### src/rtl/matvec_pkg.sv
// Shared types and sizes for the matvec3 host-side stream driver.
package matvec_pkg;

    localparam int N_DIM  = 3;
    localparam int IN_W   = 14;
    localparam int OUT_W  = 2 * IN_W;
    localparam int N_OPS  = N_DIM * N_DIM + N_DIM;
    localparam int OPS_AW = $clog2(N_OPS);
    localparam int RES_AW = $clog2(N_DIM);

    typedef logic signed [IN_W-1:0]  in_word_t;
    typedef logic signed [OUT_W-1:0] out_word_t;

    typedef enum logic [2:0] {
        IDLE,
        SEND_W,
        SEND_X,
        RECV,
        DONE
    } drv_state_t;

endpackage

### src/rtl/matvec_stream_driver_if.sv
// Operand (m_*) and result (s_*) valid/ready streams between the driver and matvec3.
interface matvec_stream_driver_if;
    import matvec_pkg::*;

    logic      m_valid;
    logic      m_ready;
    in_word_t  m_data;
    logic      s_valid;
    logic      s_ready;
    out_word_t s_data;

    // Driver side: sources operands, sinks results.
    modport master (
        output m_valid, m_data, s_ready,
        input  m_ready, s_valid, s_data
    );

    // Compute-unit side.
    modport slave (
        input  m_valid, m_data, s_ready,
        output m_ready, s_valid, s_data
    );

endinterface

### src/rtl/matvec_stream_driver_regfile.sv
// Small register array: one synchronous write port, one combinational read port,
// synchronous clear. Out-of-range writes are dropped, out-of-range reads give 0.
module drv_regfile #(
    parameter int DEPTH = 4,
    parameter int W     = 8,
    parameter int AW    = (DEPTH > 1) ? $clog2(DEPTH) : 1
) (
    input  logic          clk,
    input  logic          reset,
    input  logic          we_i,
    input  logic [AW-1:0] waddr_i,
    input  logic [W-1:0]  wdata_i,
    input  logic [AW-1:0] raddr_i,
    output logic [W-1:0]  rdata_o
);

    localparam logic [AW:0] DEPTH_L = (AW + 1)'(DEPTH);

    logic [W-1:0] mem_q [DEPTH];

    // Storage: clear everything on reset, otherwise take in-range writes.
    always_ff @(posedge clk) begin
        if (reset) begin
            for (int i = 0; i < DEPTH; i++) mem_q[i] <= '0;
        end else if (we_i && ({1'b0, waddr_i} < DEPTH_L)) begin
            mem_q[waddr_i] <= wdata_i;
        end
    end

    // Combinational read, guarded against addresses past the end.
    always_comb begin
        rdata_o = '0;
        if ({1'b0, raddr_i} < DEPTH_L) rdata_o = mem_q[raddr_i];
    end

endmodule

### src/rtl/matvec_stream_driver.sv
// Host-side traffic source/sink for matvec3: streams W (row-major) then X out,
// collects N results back, pulses done.
module matvec_stream_driver
    import matvec_pkg::*;
(
    input  logic                  clk,
    input  logic                  reset,
    input  logic                  load_en,
    input  logic [OPS_AW-1:0]     load_addr,
    input  in_word_t              load_data,
    input  logic                  start,
    output logic                  busy,
    output logic                  done,
    matvec_stream_driver_if.master mst,
    input  logic [RES_AW-1:0]     rd_addr,
    output out_word_t             rd_data
);

    localparam logic [OPS_AW-1:0] X_BASE = OPS_AW'(N_DIM * N_DIM);
    localparam logic [OPS_AW-1:0] W_LAST = OPS_AW'(N_DIM * N_DIM - 1);
    localparam logic [OPS_AW-1:0] V_LAST = OPS_AW'(N_DIM - 1);

    drv_state_t          state_q;
    logic [OPS_AW-1:0]   cnt_q;
    logic                m_valid_q;
    in_word_t            m_data_q;
    logic                s_ready_q;
    logic                busy_q;
    logic                done_q;

    logic                op_we;
    logic [OPS_AW-1:0]   op_raddr;
    in_word_t            op_rdata;
    in_word_t            op_word;
    logic                xfer;
    logic                cap;
    out_word_t           res_rdata;

    // Operands are only writable in IDLE, which freezes them for a transaction.
    assign op_we = load_en && (state_q == IDLE);
    assign xfer  = m_valid_q && mst.m_ready;
    assign cap   = (state_q == RECV) && mst.s_valid && s_ready_q;

    // Address of the word to present after the current transfer (W[0] from IDLE);
    // SEND_W at its last count naturally points at X[0].
    always_comb begin
        op_raddr = '0;
        case (state_q)
            SEND_W:  op_raddr = cnt_q + OPS_AW'(1);
            SEND_X:  op_raddr = X_BASE + cnt_q + OPS_AW'(1);
            default: op_raddr = '0;
        endcase
    end

    // Forward a same-cycle load so start+load transmits the fresh word.
    always_comb begin
        op_word = op_rdata;
        if (op_we && (load_addr == op_raddr)) op_word = load_data;
    end

    drv_regfile #(.DEPTH(N_OPS), .W(IN_W), .AW(OPS_AW)) u_ops (
        .clk     (clk),
        .reset   (reset),
        .we_i    (op_we),
        .waddr_i (load_addr),
        .wdata_i (load_data),
        .raddr_i (op_raddr),
        .rdata_o (op_rdata)
    );

    drv_regfile #(.DEPTH(N_DIM), .W(OUT_W), .AW(RES_AW)) u_res (
        .clk     (clk),
        .reset   (reset),
        .we_i    (cap),
        .waddr_i (cnt_q[RES_AW-1:0]),
        .wdata_i (s_data_w()),
        .raddr_i (rd_addr),
        .rdata_o (res_rdata)
    );

    function automatic out_word_t s_data_w();
        return mst.s_data;
    endfunction

    // Transaction FSM with registered handshake outputs and inline word counter.
    always_ff @(posedge clk) begin
        if (reset) begin
            state_q   <= IDLE;
            cnt_q     <= '0;
            m_valid_q <= 1'b0;
            m_data_q  <= '0;
            s_ready_q <= 1'b0;
            busy_q    <= 1'b0;
            done_q    <= 1'b0;
        end else begin
            done_q <= 1'b0;
            case (state_q)
                IDLE: begin
                    if (start) begin
                        state_q   <= SEND_W;
                        cnt_q     <= '0;
                        m_valid_q <= 1'b1;
                        m_data_q  <= op_word;
                        busy_q    <= 1'b1;
                    end
                end
                SEND_W: begin
                    if (xfer) begin
                        m_data_q <= op_word;
                        if (cnt_q == W_LAST) begin
                            state_q <= SEND_X;
                            cnt_q   <= '0;
                        end else begin
                            cnt_q <= cnt_q + OPS_AW'(1);
                        end
                    end
                end
                SEND_X: begin
                    if (xfer) begin
                        if (cnt_q == V_LAST) begin
                            state_q   <= RECV;
                            cnt_q     <= '0;
                            m_valid_q <= 1'b0;
                            s_ready_q <= 1'b1;
                        end else begin
                            cnt_q    <= cnt_q + OPS_AW'(1);
                            m_data_q <= op_word;
                        end
                    end
                end
                RECV: begin
                    if (cap) begin
                        if (cnt_q == V_LAST) begin
                            state_q   <= DONE;
                            cnt_q     <= '0;
                            s_ready_q <= 1'b0;
                            busy_q    <= 1'b0;
                            done_q    <= 1'b1;
                        end else begin
                            cnt_q <= cnt_q + OPS_AW'(1);
                        end
                    end
                end
                DONE: begin
                    state_q <= IDLE;
                end
                default: begin
                    state_q <= IDLE;
                end
            endcase
        end
    end

    assign mst.m_valid = m_valid_q;
    assign mst.m_data  = m_data_q;
    assign mst.s_ready = s_ready_q;
    assign busy        = busy_q;
    assign done        = done_q;
    assign rd_data     = res_rdata;

endmodule

### src/flat_wrapper.sv
// flat-port wrapper written by rule: the top's interface ports become plain ports
module matvec_stream_driver_flat import matvec_pkg::*;
  (clk, reset, load_en, load_addr, load_data, start, busy, done, rd_addr, rd_data, mst_m_valid, mst_m_data, mst_s_ready, mst_m_ready, mst_s_valid, mst_s_data);
  matvec_stream_driver_if mst_i ();
  input  logic clk;
  input  logic reset;
  input  logic load_en;
  input  logic [OPS_AW-1:0] load_addr;
  input  in_word_t load_data;
  input  logic start;
  output logic busy;
  output logic done;
  input  logic [RES_AW-1:0] rd_addr;
  output out_word_t rd_data;
  output wire logic [$bits(mst_i.m_valid)-1:0] mst_m_valid;
  output wire logic [$bits(mst_i.m_data)-1:0] mst_m_data;
  output wire logic [$bits(mst_i.s_ready)-1:0] mst_s_ready;
  input wire logic [$bits(mst_i.m_ready)-1:0] mst_m_ready;
  input wire logic [$bits(mst_i.s_valid)-1:0] mst_s_valid;
  input wire logic [$bits(mst_i.s_data)-1:0] mst_s_data;
  assign mst_m_valid = mst_i.m_valid;
  assign mst_m_data = mst_i.m_data;
  assign mst_s_ready = mst_i.s_ready;
  assign mst_i.m_ready = mst_m_ready;
  assign mst_i.s_valid = mst_s_valid;
  assign mst_i.s_data = mst_s_data;
  matvec_stream_driver u_core (.clk(clk), .reset(reset), .load_en(load_en), .load_addr(load_addr), .load_data(load_data), .start(start), .busy(busy), .done(done), .mst(mst_i), .rd_addr(rd_addr), .rd_data(rd_data));
endmodule
### config.mk
export PLATFORM = sky130hd
export DESIGN_NAME = matvec_stream_driver_flat
export DESIGN_NICKNAME = d
export VERILOG_FILES = /design/src/rtl/matvec_pkg.sv /design/src/rtl/matvec_stream_driver_if.sv /design/src/rtl/matvec_stream_driver_regfile.sv /design/src/rtl/matvec_stream_driver.sv /design/src/flat_wrapper.sv
export SDC_FILE = /design/constraint.sdc
export NUM_CORES = 1
export LEC_CHECK = 0
export BUFFER_PORTS_ARGS = -buffer_cell sky130_fd_sc_hd__buf_4
export CAP_MARGIN = 20
export CORE_ASPECT_RATIO = 0.8
export CORE_MARGIN = 2
export CORE_UTILIZATION = 34
export DETAILED_ROUTE_END_ITERATION = 8
export MAX_ROUTING_LAYER = met4
export PLACE_DENSITY = 0.48
export SYNTH_ARGS = -nofsm -noshare
export SYNTH_HDL_FRONTEND = slang
export SYNTH_SLANG_ARGS = --single-unit
### constraint.sdc
create_clock -name clk -period 6.1 [get_ports clk]
set_input_delay 1.22 -clock clk [delete_from_list [all_inputs] [get_ports clk]]
set_output_delay 1.22 -clock clk [all_outputs]
set_load 0.02 [all_outputs]
==> results of run 1 <==
## power by group
part | internal, W | switching [W]
clock network | 0.00105 | 0.000759
logic | 0.000183 | 0.000350
registers | 0.00214 | 0.0000322
total | 0.00337 | 0.00114
## layer usage
layer	track usage [%]	up-vias	routed length [um]
li1	-	4159	-
met1	26.7	4385	18100
met2	27.1	135	16000
met3	2.33	49	1110
met4	3.97	0	762
met5	-	-	0
## logic make-up after synthesis
family,Yosys count,share of synthesized area (%)
AO/OA/AOI/OAI,187,10.1
adder cells (fa/ha/maj),5,0.474
buffers and inverters,107,3.77
XOR/XNOR,2,0.133
multiplexers,46,3.49
AND/OR/NAND/NOR,478,21.0
flip-flops,277,61.1
## critical path, cell delays in order
cell and delay (ns):
buf_4 0.27, nor2b_2 0.37, buf_8 0.23, nand2_1 0.07
o21ai_0 0.08, buf_4 0.17
## worst min-delay path by stage
stage	start	endpoint	slack (ns)
finish	u_core.mst.m_valid	u_core.mst.m_valid	0.50
global placement	u_core.busy	u_core.busy	0.49
detailed placement	u_core.mst.m_valid	u_core.mst.m_valid	0.50
floorplan	u_core.cnt_q[3]	u_core.cnt_q[3]	0.49
global route	u_core.busy	u_core.busy	0.52
CTS	u_core.busy	u_core.busy	0.51
## cell usage in the layout (no fill, tap or decap), drive strengths merged, types with 3 or more instances in the layout
master	Yosys	layout
nand4	5	5
a31oi	11	11
a32oi	15	15
a21oi	22	22
nor3	9	9
or2	14	14
a21o	4	4
a211oi	61	61
nor2	32	32
nor2b	4	4
nand3	5	5
or4b	3	3
buf	26	121
nand2b	4	4
ha	5	5
dfxtp	25	25
nand2	85	85
clkinv	0	6
inv	6	7
o21ai	52	52
and3	130	130
and2	170	170
edfxtp	252	252
clkbuf	75	48
o2111ai	9	9
nor3b	3	3
mux2i	46	46
nor4	3	3
## metrics by stage
| step | hold slack (ns) | power (W) |
|---|---|---|
| after global placement | 0.487 | 0.00275 |
| after detailed placement | 0.498 | 0.00275 |
| final | 0.502 | 0.00451 |
| after floorplan | 0.493 | 0.00255 |
| after global routing | 0.516 | 0.00467 |
| after CTS | 0.506 | 0.00455 |
## flip-flops by register name, indices dropped and copies added (netlist names)
name and count:
u_core.u_ops.mem_q 168, u_core.u_res.mem_q 84, u_core.mst.m_data 14, u_core.cnt_q 4, u_core.state_q 3, u_core.busy 1, u_core.done 1, u_core.mst.m_valid 1
u_core.mst.s_ready 1
## layout make-up
cell class | instances | area (um^2)
Tap cell | 495 | 619
Fill cell | 3690 | 23000
Clock buffer | 48 | 940
Clock inverter | 7 | 35.0
Timing Repair Buffer | 121 | 936
Inverter | 6 | 22.5
Multi-Input combinational cell | 718 | 4660
Antenna cell | 2 | 5.00
Sequential cell | 277 | 8070
==> impl_metrics.py, run 1 <==
metrics = {
    "clock_network": {
        "clkSinkCount": 277,
        "tritoncts": "yes",
        "cts_resized": 0,
        "clk_pin_slew_ns": 0.06,
        "htree_levels": 1,
        "clk_path_buf_depth": 3,
        "holdBufCountCts": 0,
        "cts_inserted_buffers": 30,
        "clockRootBuffer": "clkbuf_16",
        "insertion_delay_ns": 0.57,
        "cts_setup_buffers": 0,
    },
    "setup_path": {
        "startpoint_type": "primary input",
        "cp-end-kind": "output pin",
        "worstSetupStartpoint": "rd_addr[1]",
        "worstSetupPathType": "in -> out",
        "r2r_end": "u_core.mst.m_data[12]",
        "crit_required_ns": 4.88,
        "arrival_ns": 2.46,
        "worstRegToRegCells": 7,
        "timing.rr.start": "u_core.state_q[0]",
        "reg2reg_slack_ns": 2.44,
        "critical_path.max_fanout": 29,
        "crit_end": "rd_data[22]",
    },
    "sta": {
        "worst_pin_slew_ns": 1.06,
        "fin_skew_ns": 0.0113,
        "setup_violations": 0,
        "drv_slew": 0,
        "setup_tns_ns": 0,
        "finalCritPeriodShare_pct": 60.3,
        "relSlewSlack_pct": 29.5,
        "setup_slack_ns": 2.42,
        "min_period_ns": 3.68,
        "fmax_mhz": 272,
        "rsz0062_at_grt": "false",
        "finalHoldViolations": 0,
    },
    "routing": {
        "ant_nets": 0,
        "drt_wl_total_mm": 35.9,
        "first_iter_violations": 645,
        "via_per_inst": 5.21,
        "wire_per_inst_um": 21.5,
        "drc": 0,
        "vias": 8728,
        "drtPass1Iterations": 5,
    },
    "yosys": {
        "synthArstFlopShare_pct": 0,
        "syn_area_um2": 13200,
        "synth_top_cells_by_count": "edfxtp_1, and2_1, and3_1",
        "yosys-top-cells-area": "edfxtp_1, and2_1, and3_1",
        "synth-edff-count": 252,
        "synth_top_flop_cell": "edfxtp_1",
        "ys_types": 60,
        "ys_ff_latch": 277,
        "syn_avg_cell_area_um2": 12.0,
        "synth.most_common_cell": "edfxtp_1",
        "netlist_instances": 1102,
        "yosysWarnings": 0,
        "syn_nets": 1161,
        "synth_top_area_share_pct": 57.3,
        "synth.largest_area_cell": "edfxtp_1",
        "ys_seq_area_share_pct": 61.1,
    },
    "global_route": {
        "antenna_found_initial": 1,
        "gr-total-overflow": 0,
        "grt_pass1_vias": 8634,
        "grt_start_max_net_pins": 87,
        "grt_pass1_wl_mm": 55.0,
        "grtUsageTotal_pct": 18.3,
    },
    "placement": {
        "place_inst": 1615,
        "post-place-ws_ns": 1.95,
        "place_congestion": 0.796,
        "io_buffers": 99,
        "placed_area_um2": 14300,
        "dp_hpwl_mm": 22.2,
    },
    "finish": {
        "nNetsFinal": 1213,
        "fin_area_um2": 15300,
        "final_cells": 1674,
        "synthToLayoutAreaGrowth_pct": 15.7,
        "fin_util_pct": 39.9,
        "drive_above_1_share_pct": 18.0,
    },
    "power_and_ir_drop": {
        "powerDensity_nw_per_um2": 295,
        "vdd_drop_max_mv": 0.223,
        "p_leak_nw": 6.06,
    },
    "floorplan": {
        "dieWidth_um": 224,
        "dieArea_um2": 40500,
        "core-area_um2": 38300,
        "io_pins": 100,
        "initial_core_util_pct": 34.5,
        "num_rows": 64,
        "die_height_um": 180,
    },
    "worst_hold_path": {
        "holdPathStages": 2,
        "hold_class": "reg -> reg",
    },
    "run": {
        "cap_viol_max_count": 0,
    },
    "outcome": {
        "status": "finished clean",
    },
}
(Power assumes the default switching activity.)
==> run 2: changes to the inputs <==
Clock period 6.1 ns to 3.8 ns, I/O delays scaled along.
==> impl_metrics.py, run 2 (synthesis results as in run 1) <==
metrics = {
    "clock_network": {
        "cts_inserted_buffers": 30,
        "cts_setup_buffers": 0,
        "htree_levels": 1,
        "cts_resized": 0,
        "clk_pin_slew_ns": 0.06,
        "clk_path_buf_depth": 3,
        "clockRootBuffer": "clkbuf_16",
        "tritoncts": "yes",
        "insertion_delay_ns": 0.57,
        "clkSinkCount": 277,
        "holdBufCountCts": 0,
    },
    "routing": {
        "via_per_inst": 5.30,
        "drc": 0,
        "wire_per_inst_um": 22.6,
        "first_iter_violations": 786,
        "drtPass1Iterations": 5,
        "vias": 8937,
        "ant_nets": 0,
        "drt_wl_total_mm": 38.1,
    },
    "sta": {
        "min_period_ns": 3.24,
        "relSlewSlack_pct": 43.2,
        "fmax_mhz": 309,
        "finalCritPeriodShare_pct": 85.3,
        "setup_tns_ns": 0,
        "finalHoldViolations": 0,
        "setup_violations": 0,
        "worst_pin_slew_ns": 0.848,
        "fin_skew_ns": 0.00997,
        "rsz0062_at_grt": "false",
        "drv_slew": 0,
    },
    "finish": {
        "largest_register": "u_core.u_ops.mem_q",
        "drive_above_1_share_pct": 18.4,
        "final_cell_mix": "edfxtp_1, and2_1, buf_4",
        "synthToLayoutAreaGrowth_pct": 16.1,
        "final_cells": 1687,
        "nNetsFinal": 1227,
        "largest_reg_flops": 168,
        "layout_commonest_cell": "edfxtp_1",
    },
    "global_route": {
        "antenna_found_initial": 3,
        "use_met2_pct": 27.7,
        "grt_pass1_vias": 8715,
        "grt_start_max_net_pins": 76,
        "met3_usage_pct": 2.74,
        "gr-usage-met1_pct": 28.8,
        "gr-total-overflow": 0,
        "grt_busiest_layer": "met1",
        "grtUsageTotal_pct": 19.3,
        "grt_pass1_wl_mm": 57.6,
    },
    "placement": {
        "io_buffers": 99,
        "place_congestion": 0.797,
        "place_inst": 1631,
        "dp_hpwl_mm": 24.5,
    },
    "power_and_ir_drop": {
        "swShare_pct": 25.8,
        "p_int_w": 0.00536,
        "clkPwrFrac_pct": 39.2,
        "pwr-share-seq_pct": 48.4,
        "switching_power_w": 0.00186,
        "p_leak_nw": 6.10,
        "pwr-share-comb_pct": 12.4,
        "vdd_drop_max_mv": 0.309,
        "powerDensity_nw_per_um2": 472,
    },
    "floorplan": {
        "die_height_um": 180,
        "initial_core_util_pct": 34.5,
        "io_pins": 100,
        "core-area_um2": 38300,
        "num_rows": 64,
        "dieArea_um2": 40500,
        "dieWidth_um": 224,
    },
    "setup_path": {
        "cp_cell_sequence": "nor2b_1, a311oi_2, or4_4, a41oi_2, o2111ai_1, a211oi_2",
        "timing.rr.start": "u_core.state_q[1]",
        "worst_path_max_delay_cell": "a41oi_2",
        "startpoint_type": "register",
        "reg2reg_slack_ns": 0.56,
        "r2r_end": "u_core.mst.m_data[1]",
        "crit_required_ns": 4.29,
        "worstSetupPathType": "reg -> reg",
        "critPathMaxStageDelay_ns": 0.70,
        "worstRegToRegCells": 6,
        "critical_path.max_fanout": 13,
        "cp-end-kind": "register",
        "arrival_ns": 3.73,
    },
    "worst_hold_path": {
        "hold_class": "reg -> reg",
        "whs_endpoint": "u_core.busy",
        "holdPathStages": 2,
        "hold_path.startpoint": "u_core.busy",
    },
    "run": {
        "cap_viol_max_count": 0,
    },
    "outcome": {
        "status": "finished clean",
    },
}
## run 2: cell count changes in the layout (fill, tap and decap cells not counted)
cell       delta
buf_12        +2
buf_16        -1
buf_4        +14
buf_8         -1
bufinv_16     +2
clkbuf_1      +3
clkbuf_8     -10
clkinv_1      +4
clkinv_2      +2
diode_2       -1
inv_6         -1
## run 2: how the worst max path moves through the flow
stage                                  from                        end  depth (start not counted)
final                     u_core.state_q[1]       u_core.mst.m_data[1]                          6
after global routing      u_core.state_q[1]       u_core.mst.m_data[1]                          6
after CTS                 u_core.state_q[1]       u_core.mst.m_data[1]                          6
after detailed placement            load_en  u_core.u_ops.mem_q[11][5]                          5
after global placement              load_en  u_core.u_ops.mem_q[11][5]                          5
after floorplan                  rd_addr[1]                rd_data[10]                          4
## run 2: layout make-up
| type | instances | area (um^2) |
|---|---|---|
| inverters | 6 | 22.5 |
| multi-input cells | 718 | 4660 |
| flip-flops and latches | 277 | 8070 |
| clock buffers | 41 | 813 |
| repair buffers | 135 | 1040 |
| well taps | 495 | 619 |
| diodes | 1 | 2.50 |
| fillers | 3648 | 22900 |
| clock inverters | 14 | 111 |
## run 2: stage by stage
| step | total power [W] | hold WS [ns] | setup slack, ns | util, % | instance area, um^2 |
|---|---|---|---|---|---|
| final | 0.00723 | 0.485 | 0.559 | 40.1 | 15300 |
| after global routing | 0.00748 | 0.505 | 0.377 | 40.1 | 15300 |
| after CTS | 0.00728 | 0.489 | 0.602 | 40.0 | 15300 |
| after detailed placement | 0.00446 | 0.479 | 0.564 | 37.6 | 14400 |
| after global placement | 0.00446 | 0.479 | 0.590 | 37.6 | 14400 |
| after floorplan | 0.00410 | 0.493 | 0.758 | - | 13200 |
## run 2: power by group through the flow
| stage | sequential (W) | clock, W | combinational (W) |
|---|---|---|---|
| after global placement | 0.00356 | 0 | 0.000901 |
| after CTS | 0.00350 | 0.00288 | 0.000903 |
| after detailed placement | 0.00356 | 0 | 0.000902 |
| after floorplan | 0.00356 | 0 | 0.000533 |
| after global routing | 0.00351 | 0.00300 | 0.000972 |
| final | 0.00350 | 0.00283 | 0.000900 |
## run 2: critical path: cells and delay by family (launching register included)
family           cells  cell delay (ns)
AO/OA/AOI/OAI        4             1.50
flip-flops           1             0.44
AND/OR/NAND/NOR      2             1.22
## run 2: routing by layer
metal / share of wire (%) / vias up
met1: 49 / 4450
met5: 0 / -
met4: 1.9 / 0
met3: 5.1 / 49
li1: - / 4185
met2: 44 / 253
==> run 3: changes to the inputs <==
Settings changed: BUFFER_PORTS_ARGS -buffer_cell sky130_fd_sc_hd__buf_4 to -buffer_cell sky130_fd_sc_hd__buf_2, SETUP_SLACK_MARGIN from default to 0.02.
==> impl_metrics.py, run 3 (synthesis results as in run 1) <==
metrics = {
    "finish": {
        "drive_above_1_share_pct": 18.7,
        "synthToLayoutAreaGrowth_pct": 14.3,
        "diodes": 0,
        "register_area_um2": 8070,
        "multi_input_area_um2": 4660,
        "final_cell_mix": "edfxtp_1, and2_1, and3_1",
        "fin_util_pct": 39.4,
        "largest_register": "u_core.u_ops.mem_q",
        "layout_commonest_cell": "edfxtp_1",
        "fin_area_um2": 15100,
        "n_fill_cell": 3719,
        "largest_reg_flops": 168,
        "nNetsFinal": 1230,
        "final_cells": 1690,
    },
    "floorplan": {
        "die_height_um": 180,
        "core-area_um2": 38300,
        "dieWidth_um": 224,
        "initial_core_util_pct": 34.5,
        "io_pins": 100,
        "num_rows": 64,
        "dieArea_um2": 40500,
    },
    "sta": {
        "setup_tns_ns": 0,
        "relSlewSlack_pct": 47.9,
        "min_period_ns": 3.16,
        "setup_violations": 0,
        "finalCritPeriodShare_pct": 83.3,
        "fmax_mhz": 316,
        "worst_pin_slew_ns": 0.781,
        "finalHoldViolations": 0,
        "drv_slew": 0,
        "rsz0062_at_grt": "false",
        "fin_skew_ns": 0.0215,
    },
    "routing": {
        "via_per_inst": 5.25,
        "vias": 8879,
        "ant_nets": 0,
        "drtPass1Iterations": 5,
        "wire_per_inst_um": 22.3,
        "drc": 0,
        "first_iter_violations": 738,
        "drt_wl_total_mm": 37.6,
    },
    "clock_network": {
        "cts_inserted_buffers": 30,
        "clk_path_buf_depth": 3,
        "cts_resized": 0,
        "holdBufCountCts": 0,
        "cts_setup_buffers": 0,
        "clkSinkCount": 277,
        "htree_levels": 1,
        "clockRootBuffer": "clkbuf_16",
        "tritoncts": "yes",
        "insertion_delay_ns": 0.58,
        "clk_pin_slew_ns": 0.06,
    },
    "setup_path": {
        "critPathMaxStageDelay_ns": 0.66,
        "cp_cell_sequence": "nor2b_1, a311oi_2, or4_4, a41oi_2, o2111ai_1, a211oi_2",
        "critical_path.max_fanout": 13,
        "cp-end-kind": "register",
        "worst_path_max_delay_cell": "a41oi_2",
        "crit_required_ns": 4.30,
        "worstSetupPathType": "reg -> reg",
        "worstRegToRegCells": 6,
        "startpoint_type": "register",
        "arrival_ns": 3.66,
    },
    "global_route": {
        "antenna_found_initial": 3,
        "grtUsageTotal_pct": 19.0,
        "gr-total-overflow": 0,
        "grt_start_max_net_pins": 76,
        "grt_pass1_vias": 8648,
        "grt_pass1_wl_mm": 56.6,
    },
    "placement": {
        "place_inst": 1634,
        "dp_hpwl_mm": 23.5,
        "placed_area_um2": 14200,
        "place_congestion": 0.819,
        "io_buffers": 99,
    },
    "worst_hold_path": {
        "hold_class": "reg -> reg",
        "holdPathStages": 2,
    },
    "outcome": {
        "status": "finished clean",
    },
    "power_and_ir_drop": {
        "vdd_drop_max_mv": 0.338,
        "powerDensity_nw_per_um2": 471,
        "p_leak_nw": 6.04,
    },
    "run": {
        "cap_viol_max_count": 0,
    },
}
[run 3: cell types whose count changed in the layout (fill, tap and decap cells not counted), sizes merged]
cell    change
clkbuf      +9
clkinv      -6
buf         +3
bufinv      -2
diode       -1
[run 3: per-layer routing]
metal  vias to the layer above  track usage, %  part of all wire, %
met2                       197            28.4                   45
met3                        33            2.09                  3.9
met4                         0            3.74                  1.5
li1                       4183               -                    -
met5                         -               -                    0
met1                      4466            27.9                   49
[run 3: layout make-up]
cell class	instances	area share, %
clock buffers	50	5.80
well taps	495	4.10
repair buffers	138	5.39
multi-input cells	718	30.8
clock inverters	6	0.265
inverters	6	0.149
flip-flops and latches	277	53.4
[run 3: power breakdown]
part	switching (W)	total (W)	internal [W]
Sequential	0.0000550	0.00350	0.00344
Clock	0.00120	0.00276	0.00156
Combinational	0.000579	0.000843	0.000264
[run 3: critical path: cells and delay by family, from the launching register on]
| kind | cells | cell delay [ns] |
|---|---|---|
| AND/OR/NAND/NOR | 2 | 1.16 |
| flip-flops | 1 | 0.46 |
| AO/OA/AOI/OAI | 4 | 1.47 |
[run 3: final timing paths]
check                                        from              endpoint  slack (ns)
worst max-delay path            u_core.state_q[0]  u_core.mst.m_data[9]        0.64
worst min-delay path                  u_core.busy           u_core.busy        0.49
worst min register to register        u_core.busy           u_core.busy        0.49
worst max register to register  u_core.state_q[0]  u_core.mst.m_data[9]        0.64
[run 3: through the flow]
stage | hold WS [ns] | worst slack (ns) | power (W)
after detailed placement | 0.475 | 0.658 | 0.00441
after floorplan | 0.493 | 0.758 | 0.00410
final | 0.493 | 0.636 | 0.00710
after global routing | 0.495 | 0.481 | 0.00738
after global placement | 0.473 | 0.744 | 0.00441
after CTS | 0.483 | 0.653 | 0.00717
